**src/rtl/control_panel_inputs.sv**
```systemverilog
// Front-panel input conditioner for the washing machine controller.
// Each raw button is synchronised, debounced, edge-detected on press, and
// turned into gated single-cycle command pulses plus the held wash-mode state.
module control_panel_inputs #(
  parameter int unsigned DEBOUNCE_CYCLES = 4,
  parameter int unsigned NUM_MODES       = 5
) (
  input  logic       clk,
  input  logic       reset,
  input  logic       btn_start,
  input  logic       btn_stop,
  input  logic       btn_pause,
  input  logic       btn_continue,
  input  logic       btn_mode,
  input  logic       btn_confirm,
  input  logic       btn_temp,
  input  logic       btn_spin,
  input  logic       run_active,
  output logic       start,
  output logic       stop,
  output logic       pause,
  output logic       continue_signal,
  output logic       change_temperature,
  output logic       change_spin_speed,
  output logic [2:0] wash_mode,
  output logic       confirm_wash_mode
);

  localparam int unsigned NumBtn = 8;
  localparam int unsigned IdxStart   = 0;
  localparam int unsigned IdxStop    = 1;
  localparam int unsigned IdxPause   = 2;
  localparam int unsigned IdxCont    = 3;
  localparam int unsigned IdxMode    = 4;
  localparam int unsigned IdxConfirm = 5;
  localparam int unsigned IdxTemp    = 6;
  localparam int unsigned IdxSpin    = 7;

  // Counter value at which the next differing sample flips the stable level.
  localparam logic [7:0] CntLast  = 8'(DEBOUNCE_CYCLES - 1);
  localparam logic [2:0] ModeLast = 3'(NUM_MODES - 1);

  logic [NumBtn-1:0] w_raw;
  logic [NumBtn-1:0] r_sync1;
  logic [NumBtn-1:0] r_sync2;
  logic [NumBtn-1:0] r_deb;
  logic [7:0]        r_cnt [NumBtn];
  logic [NumBtn-1:0] w_flip;
  logic [NumBtn-1:0] w_ev;

  logic       w_start_d;
  logic       w_stop_d;
  logic       w_pause_d;
  logic       w_cont_d;
  logic       w_temp_d;
  logic       w_spin_d;
  logic [2:0] w_mode_d;
  logic       w_conf_d;

  logic       r_start;
  logic       r_stop;
  logic       r_pause;
  logic       r_cont;
  logic       r_temp;
  logic       r_spin;
  logic [2:0] r_mode;
  logic       r_conf;

  assign w_raw = {btn_spin, btn_temp, btn_confirm, btn_mode,
                  btn_continue, btn_pause, btn_stop, btn_start};

  // Flip detection: a differing sample when the counter is one short of the
  // threshold; a press event is a flip while the stable level is still 0.
  always_comb begin
    w_flip = '0;
    w_ev   = '0;
    for (int i = 0; i < NumBtn; i++) begin
      w_flip[i] = (r_sync2[i] != r_deb[i]) && (r_cnt[i] == CntLast);
      w_ev[i]   = w_flip[i] && !r_deb[i];
    end
  end

  // Two-flop synchronisers and per-button debounce counters.
  always_ff @(posedge clk) begin
    if (reset) begin
      r_sync1 <= '0;
      r_sync2 <= '0;
      r_deb   <= '0;
      for (int i = 0; i < NumBtn; i++) begin
        r_cnt[i] <= '0;
      end
    end else begin
      r_sync1 <= w_raw;
      r_sync2 <= r_sync1;
      for (int i = 0; i < NumBtn; i++) begin
        if (r_sync2[i] != r_deb[i]) begin
          if (w_flip[i]) begin
            r_deb[i] <= ~r_deb[i];
            r_cnt[i] <= '0;
          end else begin
            r_cnt[i] <= r_cnt[i] + 8'd1;
          end
        end else begin
          r_cnt[i] <= '0;
        end
      end
    end
  end

  // Command gating and next wash-mode / confirm state from this cycle's events.
  always_comb begin
    w_stop_d  = w_ev[IdxStop];
    w_start_d = w_ev[IdxStart] && !w_ev[IdxStop] && !run_active && r_conf;
    // Pause and continue together are contradictory, so both are dropped.
    w_pause_d = w_ev[IdxPause] && !w_ev[IdxCont] && !w_ev[IdxStop] && run_active;
    w_cont_d  = w_ev[IdxCont] && !w_ev[IdxPause] && !w_ev[IdxStop] && run_active;
    w_temp_d  = w_ev[IdxTemp] && !run_active;
    w_spin_d  = w_ev[IdxSpin] && !run_active;

    w_mode_d = r_mode;
    w_conf_d = r_conf;
    if (!run_active) begin
      if (w_ev[IdxMode]) begin
        w_mode_d = (r_mode == ModeLast) ? 3'd0 : r_mode + 3'd1;
        w_conf_d = 1'b0;
      end else if (w_ev[IdxConfirm]) begin
        w_conf_d = 1'b1;
      end
    end
    if (w_ev[IdxStop]) begin
      w_conf_d = 1'b0;
    end
  end

  // Registered outputs.
  always_ff @(posedge clk) begin
    if (reset) begin
      r_start <= 1'b0;
      r_stop  <= 1'b0;
      r_pause <= 1'b0;
      r_cont  <= 1'b0;
      r_temp  <= 1'b0;
      r_spin  <= 1'b0;
      r_mode  <= 3'd0;
      r_conf  <= 1'b0;
    end else begin
      r_start <= w_start_d;
      r_stop  <= w_stop_d;
      r_pause <= w_pause_d;
      r_cont  <= w_cont_d;
      r_temp  <= w_temp_d;
      r_spin  <= w_spin_d;
      r_mode  <= w_mode_d;
      r_conf  <= w_conf_d;
    end
  end

  assign start              = r_start;
  assign stop               = r_stop;
  assign pause              = r_pause;
  assign continue_signal    = r_cont;
  assign change_temperature = r_temp;
  assign change_spin_speed  = r_spin;
  assign wash_mode          = r_mode;
  assign confirm_wash_mode  = r_conf;

endmodule

```
**config.mk**
```make
export PLATFORM = sky130hd
export DESIGN_NAME = control_panel_inputs
export DESIGN_NICKNAME = d
export VERILOG_FILES = /design/src/rtl/control_panel_inputs.sv
export SDC_FILE = /design/constraint.sdc
export NUM_CORES = 1
export LEC_CHECK = 0
export ABC_AREA = 1
export CORE_AREA = 2 2 169 88
export DETAILED_ROUTE_END_ITERATION = 8
export DIE_AREA = 0 0 171 90
export PLACE_DENSITY_LB_ADDON = 0.25
export SYNTH_ARGS = -nofsm -noshare
export SYNTH_HDL_FRONTEND = slang
export SYNTH_SLANG_ARGS = --single-unit
```
**constraint.sdc**
```tcl
create_clock -name clk -period 1.8 [get_ports clk]
set_input_delay 0.36 -clock clk [delete_from_list [all_inputs] [get_ports clk]]
set_output_delay 0.36 -clock clk [all_outputs]
set_load 0.01 [all_outputs]
```
=== Word-level counts from Yosys, hierarchy flattened ===
Memories as Yosys holds them, arrays and structs flattened.
Index checks and enable logic that the tools add are counted.

* Reductions and logical operators: 51
* Multiplexer cells: 117
* Add/subtract/negate cells: 9
* Bitwise gates (word level): 33
* Equal/unequal tests: 17

{| class="wikitable"
|+ Operators by type and width
! kind !! number
|-
| $mux 8 || 24
|-
| $mux 1 || 92
|-
| $add 8x1->8 const B || 8
|-
| $eq 8x2->1 const B || 8
|-
| $logic_and 1x1->1 || 27
|-
| $or 1x1->1 || 24
|-
| $reduce_and 2->1 || 10
|-
| $logic_not 1->1 || 12
|-
| $not 1->1 || 9
|-
| $ne 1x1->1 || 8
|-
| $add 3x1->3 const B || 1
|-
| $eq 3x3->1 const B || 1
|-
| $mux 3 || 1
|-
| $reduce_bool 2->1 || 1
|-
| $reduce_or 2->1 || 1
|}

* Word-level logic and storage cells: 246
* RAM bits: 64
* Flip-flop bits (word level): 34
* Memories: 1
* Input port bits: 11

{| class="wikitable"
|+ Memories
! name !! depth !! bits a word !! read ports !! clocked after Yosys merged registers in !! write ports !! RTL line !! source
|-
| r_cnt || 8 || 8 || 8 || 0 || 8 || 47 || <nowiki>logic [7:0] r_cnt [NumBtn];</nowiki>
|}

=== Longest topological paths before layout ===
Gate-level depths: netlist (run 1).

* Word-level depth: 9
* Mapped depth: 8
* Mapped depth without buffers: 8

=== Worst setup path after synthesis (run 1) ===
No wires, ideal clock.

* Kind: register to register
* Start point: mem r_cnt[4][0] (netlist: r_cnt[1][0])
* End point: mem r_cnt[4][2] (netlist: r_cnt[1][2]), data pin
* Buffers on the path: 0
* Data required time: 1.544 ns
* Clock period less this slack: 1.301 ns
* Stages on the path, launching flop included: 7
* Library setup time: 0.256 ns
* Data arrival time: 1.046 ns
* Slack: 0.499 ns
* Cell sequence: edfxtp_1 ha_1 nand2_1 nor2_4 inv_2 nand3_4 nor2_1

{| class="wikitable"
|+ RTL lines
! element !! RTL line
|-
| start: declaration || 47
|}

=== Worst setup path in the final report (run 1) ===
* Start point: reg r_conf (netlist: confirm_wash_mode)
* End point: out confirm_wash_mode

{| class="wikitable"
|+ RTL lines
! element !! RTL line !! source
|-
| start: declaration || 67 || <nowiki>logic r_conf;</nowiki>
|-
| start signal: assignment || 154 || <nowiki>r_conf <= w_conf_d;</nowiki>
|-
| end: declaration || 26 || <nowiki>output logic confirm_wash_mode</nowiki>
|}

No word-level cell between the ends.

==> parameters.txt, run 1 <==
Parameter                              Value

Status
  Status    complete, no violations

Logic synthesis
  Post-synth cell types    30
  Synth Cell Area    0.00482 mm²
  Avg Inst Size Synth    8.58 µm²
  Synthesized instance count    562
  Total of warnings raised by yosys    0
  Seq cells post-synth    98
  Sequential share of the synthesized area    0.540

Drt
  Via Count    3589
  Number of nets with antenna violations after routing    0
  Avg WL per Cell    9.93 µm
  Number of search-and-repair iterations in the first detailed-routing pass    4
  DR DRC count    0
  Wire length after detailed routing    8.52 mm
  First-iteration detailed-routing DRC count    233
  Vias per cell    4.18

Placed design
  DPL Wire Length    6.34 mm
  Placer's final routability congestion estimate    0.810
  Worst setup timing slack at the placement stage    0.103 ns
  Number of cells in the design after placement    842
  Number of I/O port buffers    20

Clocking
  CTS Buf Count    9
  Clock slew at the register clock pins of the worst setup and hold paths    0.06 ns
  H-Tree Depth    3
  Maximum number of buffers from clock root to sink    2
  CTS tree    built
  Number of gates resized after cts    0
  Clock insertion delay at the later pin of the skew report    0.35 ns
  Hold bufs inserted after CTS    0
  Root buffer selected by CTS    clkbuf_16
  Number of clock sinks    98
  Post CTS Setup Buffer Count    0

Power and ir drop
  Total net switching power    0.00106 W
  Register share of total power    0.528
  Maximum vdd ir drop    0.377 mV
  Clock network fraction of total power    0.419
  Leakage    2.47 nW
  PD cells    825 mW/mm²
  Internal power component    0.00376 W
  Overall Power    0.00482 W
  Logic pwr share    0.053
  Net switching share of the total power    0.220

STA
  Worst Clk Skew    0.00806 ns
  Count of endpoints failing setup in the final report    0
  Peak Freq    600 MHz
  Final worst setup slack    0.134 ns
  Setup repair after global routing missed its margin    no
  Final setup TNS    0 ns
  Max-slew violation total from the final report    0
  Final Hold Violating Endpoints    0
  Final period demand of the worst path    1.67 ns
  Share of the clock period used by the worst path after layout    0.926

Setup path
  Launch point of the worst reg-to-reg path    r_cnt[0][8]$_SDFFCE_PP0P_
  Slowest cell on crit path    clkdlybuf4s50_1
  Setup crit end kind    output pin
  Maximum fanout along the worst path    3
  Delay of the slowest cell on the worst path    0.58 ns
  Worst setup path class    reg2out
  CP cell instances    clkdlybuf4s50_1
  Buffering stage count on the worst path with inverters included    1
  Data arrival time of the critical path    1.31 ns
  Launching element of the worst setup path    confirm_wash_mode$_SDFFE_PP0P_
  Kind of cell with the highest combined delay on the critical path    buffers and inverters
  Worst setup SP type    flop
  Required time worst endpoint    1.44 ns

Global route
  Maximum number of pins on one net before global-route repair    22
  Global-route met1 utilization    0.165
  Met2 demand-to-capacity share in global routing    0.172
  Via count of the first global-routing pass    3164
  Busiest layer in global routing    met2
  Total gr overflow    0
  Number of antenna violations at the first check in global routing    0
  Wire length of the first global-routing pass    14.4 mm
  Met3 usage    0.0383
  GRT Total Usage    0.118

Cells and area
  # nets final    676
  Count of non-filler cells in the finished layout    858
  Layout overhead on the synthesized area    21.0%
  Number of antenna diodes    0
  Fill cell count    1406
  Core utilization of the finished layout    0.416
  Fraction of final layout cells with drive strength greater than 1    0.0606

Floorplan
  Die boundary height    90 µm
  Die ar.    0.0154 mm²
  Number of primary I/O pins    21
  Starting utilization of the core area    0.343
  Width of the chip    171 µm
  Area of the core    0.0140 mm²
  Count of standard-cell rows    31

Worst hold path
  Min-Delay Path Class    reg2reg
  Origin of the worst min-delay path    r_sync1[6]$_SDFF_PP0_

Flow run
  Max-cap violations    0
==> per-stage QoR <==
step	cell area, µm²	hold WS [ns]
floorplan	5060	0.388
global placement	5520	0.391
detailed placement	5520	0.397
CTS	5840	0.406
global route	5840	0.424
finish	5840	0.404
==> final timing paths <==
path | cells past startpoint | to | slack (ns)
setup / recovery | 1 | confirm_wash_mode | 0.13
hold / removal | 2 | r_sync2[6]$_SDFF_PP0_ | 0.40
setup reg to reg | 6 | r_cnt[0][14]$_SDFFCE_PP0P_ | 0.29
hold reg to reg | 2 | r_sync2[6]$_SDFF_PP0_ | 0.40
==> registers in the layout, summed over array words and instances, names as in the netlist <==
name / flops
continue_signal: 1
confirm_wash_mode: 1
change_temperature: 1
wash_mode: 3
stop: 1
r_sync1: 8
r_sync2: 8
start: 1
pause: 1
r_cnt: 64
change_spin_speed: 1
r_deb: 8
==> cell usage after synthesis <==
cell type | count | area (µm²)
nor3b_4 | 1 | 18.8
xor2_1 | 18 | 158
or2_2 | 2 | 12.5
nand3b_1 | 2 | 15.0
o21ai_1 | 1 | 5.00
nor2_2 | 2 | 12.5
ha_1 | 10 | 125
nor2_1 | 116 | 435
inv_2 | 2 | 7.51
nand3_2 | 4 | 40.0
nand2_2 | 2 | 12.5
nand4_1 | 5 | 31.3
nor2_4 | 1 | 11.3
edfxtp_1 | 64 | 1920
a21oi_2 | 4 | 35.0
xnor2_1 | 5 | 43.8
inv_1 | 91 | 342
nand3_4 | 2 | 35.0
buf_4 | 2 | 15.0
o21ai_0 | 5 | 25.0
nand3_1 | 45 | 225
conb_1 | 1 | 3.75
nor3b_1 | 1 | 7.51
nand2_1 | 97 | 364
nor3_1 | 14 | 70.1
dfxtp_1 | 34 | 681
buf_2 | 2 | 10.0
a21oi_1 | 25 | 125
or2_1 | 2 | 12.5
nor3_2 | 2 | 20.0
==> per-layer routing <==
layer  share of wire  vias to the layer above
met5               0                        -
li1                -                     1917
met1            0.53                     1609
met4           0.013                        0
met3           0.042                       11
met2            0.41                       52
==> power groups by stage <==
stage | sequential [W] | clock, W | combinational, W
finish | 0.00254 | 0.00202 | 0.000255
global route | 0.00255 | 0.00216 | 0.000298
CTS | 0.00254 | 0.00210 | 0.000254
detailed placement | 0.00259 | 0 | 0.000252
global placement | 0.00259 | 0 | 0.000249
floorplan | 0.00258 | 0 | 0.000189
==> kinds of logic (layout without fill, tap and decap cells) <==
logic type / Yosys count / in the layout / synth area share
buffers and inverters: 97 / 132 / 0.0776
xor gates and xnor gates: 23 / 23 / 0.0418
other: 1 / 64 / 0.000778
DFF: 98 / 98 / 0.540
and+or+nand+nor: 298 / 298 / 0.275
adders and majority gates: 10 / 10 / 0.0260
AOI/OAI and AO/OA: 35 / 35 / 0.0394
==> final cells by class <==
cell class	instances	area [µm²]	share of cell area
clock buffers	14	307	0.0525
clock inverters	2	13.8	0.00236
inverters	93	349	0.0598
multi-input cells	430	2080	0.357
flip-flops and latches	98	2600	0.446
well taps	198	248	0.0425
repair buffers	23	235	0.0403
==> placed cells by master (no fill, tap or decap), drive strengths merged <==
cell | Yosys | layout
nor2 | 119 | 119
nand2 | 99 | 99
inv | 93 | 93
edfxtp | 64 | 64
conb | 1 | 64
nand3 | 51 | 51
dfxtp | 34 | 34
a21oi | 29 | 29
clkdlybuf4s50 | 0 | 20
xor2 | 18 | 18
nor3 | 16 | 16
clkbuf | 0 | 14
ha | 10 | 10
o21ai | 6 | 6
xnor2 | 5 | 5
nand4 | 5 | 5
or2 | 4 | 4
buf | 4 | 3
nand3b | 2 | 2
nor3b | 2 | 2
clkinv | 0 | 2
Note: power is estimated with default switching activity, not from simulation.
==> inputs of run 2 (changes only) <==
CORE_AREA = 2 2 121 123   (was 2 2 169 88)
DIE_AREA = 0 0 123 125   (was 0 0 171 90)
clock period = 1.4 ns   (was 1.8 ns; I/O delays follow)
==> run 2 against run 1 <==
  * Clock-buffer cell count fell by 2
  * Hold slack got worse by 0.0057 ns
  * Global-route usage rose by 0.93 points
  * Core utilization rose by 3.6 points
==> parameters.txt, run 2 (synthesis gave the netlist of run 1 again) <==
Parameter                              Value

STA
  Share of the clock period used by the worst path after layout    0.949
  Setup repair after global routing missed its margin    yes (was no)
  Count of endpoints failing setup in the final report    0 (unchanged)
  Final worst setup slack    0.0714 ns (was 0.134 ns)
  Max-slew violation total from the final report    0 (unchanged)
  Peak Freq    753 MHz
  Final Hold Violating Endpoints    0 (unchanged)
  Final hold slack    0.399 ns (was 0.404 ns)
  Final period demand of the worst path    1.33 ns
  Worst Clk Skew    0.00636 ns (was 0.00806 ns)
  Final setup TNS    0 ns (unchanged)

Cells and area
  Count of non-filler cells in the finished layout    899 (was 858)
  Most common library cell in the layout ignoring fill and taps    nor2_1 (unchanged)
  Register with the most flip-flops    r_cnt (unchanged)
  Post-route design area    0.00641 mm² (was 0.00584 mm²)
  Layout overhead on the synthesized area    33.1% (was 21.0%)
  Fraction of final layout cells with drive strength greater than 1    0.194 (was 0.0606)
  Number of antenna diodes    0 (unchanged)
  Commonest non-fill, non-tap cells in the layout    nor2_1, inv_1, nand2_1 (was nor2_1, nand2_1, inv_1)
  Max FFs per register    64 (unchanged)
  # nets final    731 (was 676)

Setup path
  Maximum fanout along the worst path    3 (unchanged)
  Critical R2R Capture    r_cnt[0][12]$_SDFFCE_PP0P_ (was r_cnt[0][14]$_SDFFCE_PP0P_)
  Number of cells traversed by the worst register-to-register path    6 (unchanged)
  Launching element of the worst setup path    r_cnt[0][9]$_SDFFCE_PP0P_ (was confirm_wash_mode$_SDFFE_PP0P_)
  Most prevalent standard cell on the critical path    buf_4
  Setup crit end kind    flop (was output pin)
  Kind of cell with the highest combined delay on the critical path    flip-flops (was buffers and inverters)
  Data arrival time of the critical path    1.52 ns (was 1.31 ns)
  Worst setup path class    reg2reg (was reg2out)
  Worst setup SP type    flop (unchanged)
  Worst setup path endpoint    r_cnt[0][12]$_SDFFCE_PP0P_ (was confirm_wash_mode)
  CP cell instances    ha_2 -> buf_4 -> nand3_4 -> nor2_4 -> buf_4 -> nor3_1 (was clkdlybuf4s50_1)
  Slowest cell on crit path    edfxtp_1 (was clkdlybuf4s50_1)
  Launch point of the worst reg-to-reg path    r_cnt[0][9]$_SDFFCE_PP0P_ (was r_cnt[0][8]$_SDFFCE_PP0P_)
  Delay of the slowest cell on the worst path    0.39 ns (was 0.58 ns)
  Buffering stage count on the worst path with inverters included    2 (was 1)
  Required time worst endpoint    1.59 ns (was 1.44 ns)
  Critical Path Stages    6 (was 1)
  Flop2flop setup slack    0.07 ns (was 0.29 ns)

Clocking
  Maximum number of buffers from clock root to sink    2 (unchanged)
  Clock insertion delay at the later pin of the skew report    0.35 ns (about the same)
  H-Tree Depth    3 (unchanged)
  CTS Buf Count    9 (unchanged)
  Root buffer selected by CTS    clkbuf_16 (unchanged)
  CTS tree    built (unchanged)
  Clock slew at the register clock pins of the worst setup and hold paths    0.07 ns (was 0.06 ns)
  Number of clock sinks    98 (unchanged)

Global route
  Via count of the first global-routing pass    3649 (was 3164)
  Maximum number of pins on one net before global-route repair    16 (was 22)
  Wire length of the first global-routing pass    15.5 mm (was 14.4 mm)
  Number of antenna violations at the first check in global routing    0 (unchanged)
  GRT Total Usage    0.127 (was 0.118)
  Total gr overflow    0 (unchanged)

Placed design
  Number of I/O port buffers    20 (unchanged)
  Worst setup timing slack at the placement stage    -0.191 ns (was 0.103 ns)
  Number of cells in the design after placement    871 (was 842)
  Placed cell areas    0.00582 mm² (was 0.00552 mm²)
  Placer's final routability congestion estimate    0.780 (was 0.810)
  DPL Wire Length    6.44 mm (was 6.34 mm)

Floorplan
  Die ar.    0.0154 mm² (about the same)
  Count of standard-cell rows    44 (was 31)
  Die boundary height    125 µm (was 90 µm)
  Width of the chip    123 µm (was 171 µm)
  Number of primary I/O pins    21 (unchanged)
  Starting utilization of the core area    0.339 (was 0.343)
  Area of the core    0.0142 mm² (was 0.0140 mm²)

Drt
  DR DRC count    0 (unchanged)
  First-iteration detailed-routing DRC count    151 (was 233)
  Wire length after detailed routing    8.96 mm (was 8.52 mm)
  Vias per cell    4.23 (was 4.18)
  Via Count    3805 (was 3589)
  Avg WL per Cell    9.96 µm (was 9.93 µm)
  Number of nets with antenna violations after routing    0 (unchanged)
  Number of search-and-repair iterations in the first detailed-routing pass    5 (was 4)

Worst hold path
  Min-Delay Path Class    reg2reg (unchanged)

Flow run
  Max-cap violations    0 (unchanged)

Power and ir drop
  Maximum vdd ir drop    0.476 mV (was 0.377 mV)
  PD cells    966 mW/mm² (was 825 mW/mm²)
  Leakage    2.79 nW (was 2.47 nW)

Status
  Status    complete, no violations (unchanged)
## run 2: cell types whose count changed in the layout (fill, tap and decap cells not counted), moves of 6 or more
cell / delta
buf_4: +55
nor2_1: -13
clkdlybuf4s50_1: -10
dlygate4sd2_1: +10
nand2_1: -10
ha_1: -8
nand2_2: +8
nor2_2: +8
ha_2: +6
## run 2: worst register-to-register path: stages, from the launching register on
cell and delay, ns:
edfxtp_1 0.39, ha_2 0.21, buf_4 0.14, nand3_4 0.09
nor2_4 0.05, buf_4 0.12, nor3_1 0.17
## run 2: cell type report
type	instances	area [µm²]
Fill cell	1421	7790
Sequential cell	98	2600
Multi-Input combinational cell	430	2300
Timing Repair Buffer	78	636
Inverter	93	349
Clock buffer	12	278
Tap cell	184	230
Clock inverter	4	22.5
## run 2: how the worst min path moves through the flow
stage                       endpoint  depth (start not counted)  slack, ns                   from
2_1_floorplan  r_sync1[0]$_SDFF_PP0_                          2       0.39              btn_start
3_3_place_gp   r_sync2[6]$_SDFF_PP0_                          2       0.39  r_sync1[6]$_SDFF_PP0_
3_5_place_dp   r_sync2[7]$_SDFF_PP0_                          2       0.40  r_sync1[7]$_SDFF_PP0_
4_1_cts        r_sync2[3]$_SDFF_PP0_                          2       0.40  r_sync1[3]$_SDFF_PP0_
5_1_grt        r_sync2[3]$_SDFF_PP0_                          2       0.42  r_sync1[3]$_SDFF_PP0_
6_report       r_sync2[3]$_SDFF_PP0_                          2       0.40  r_sync1[3]$_SDFF_PP0_
## run 2: repair_timing
item	4_1_cts	5_1_grt
hold buffers	0	0
resized for setup	17	52
setup buffers	0	12
setup endpoints to repair	30	69
pin swaps	1	19
## run 2: power by group
part | switching [W] | internal (W)
registers | 0.0000736 | 0.00318
clock network | 0.00107 | 0.00140
logic | 0.000258 | 0.000209
total | 0.00140 | 0.00479
## run 2: stage by stage
stage,util,power [W]
final,0.452,0.00619
after global routing,0.452,0.00646
after CTS,0.433,0.00623
after detailed placement,0.410,0.00373
after global placement,0.410,0.00372
after floorplan,-,0.00355
## run 2: metal layers
layer  vias to the layer above  global-route usage  routed length (µm)
li1                       2029                   -                   -
met2                        42               0.203                4280
met3                        10              0.0351                 293
met5                         -                   0                   0
met1                      1724               0.160                4230
met4                         0              0.0555                 150
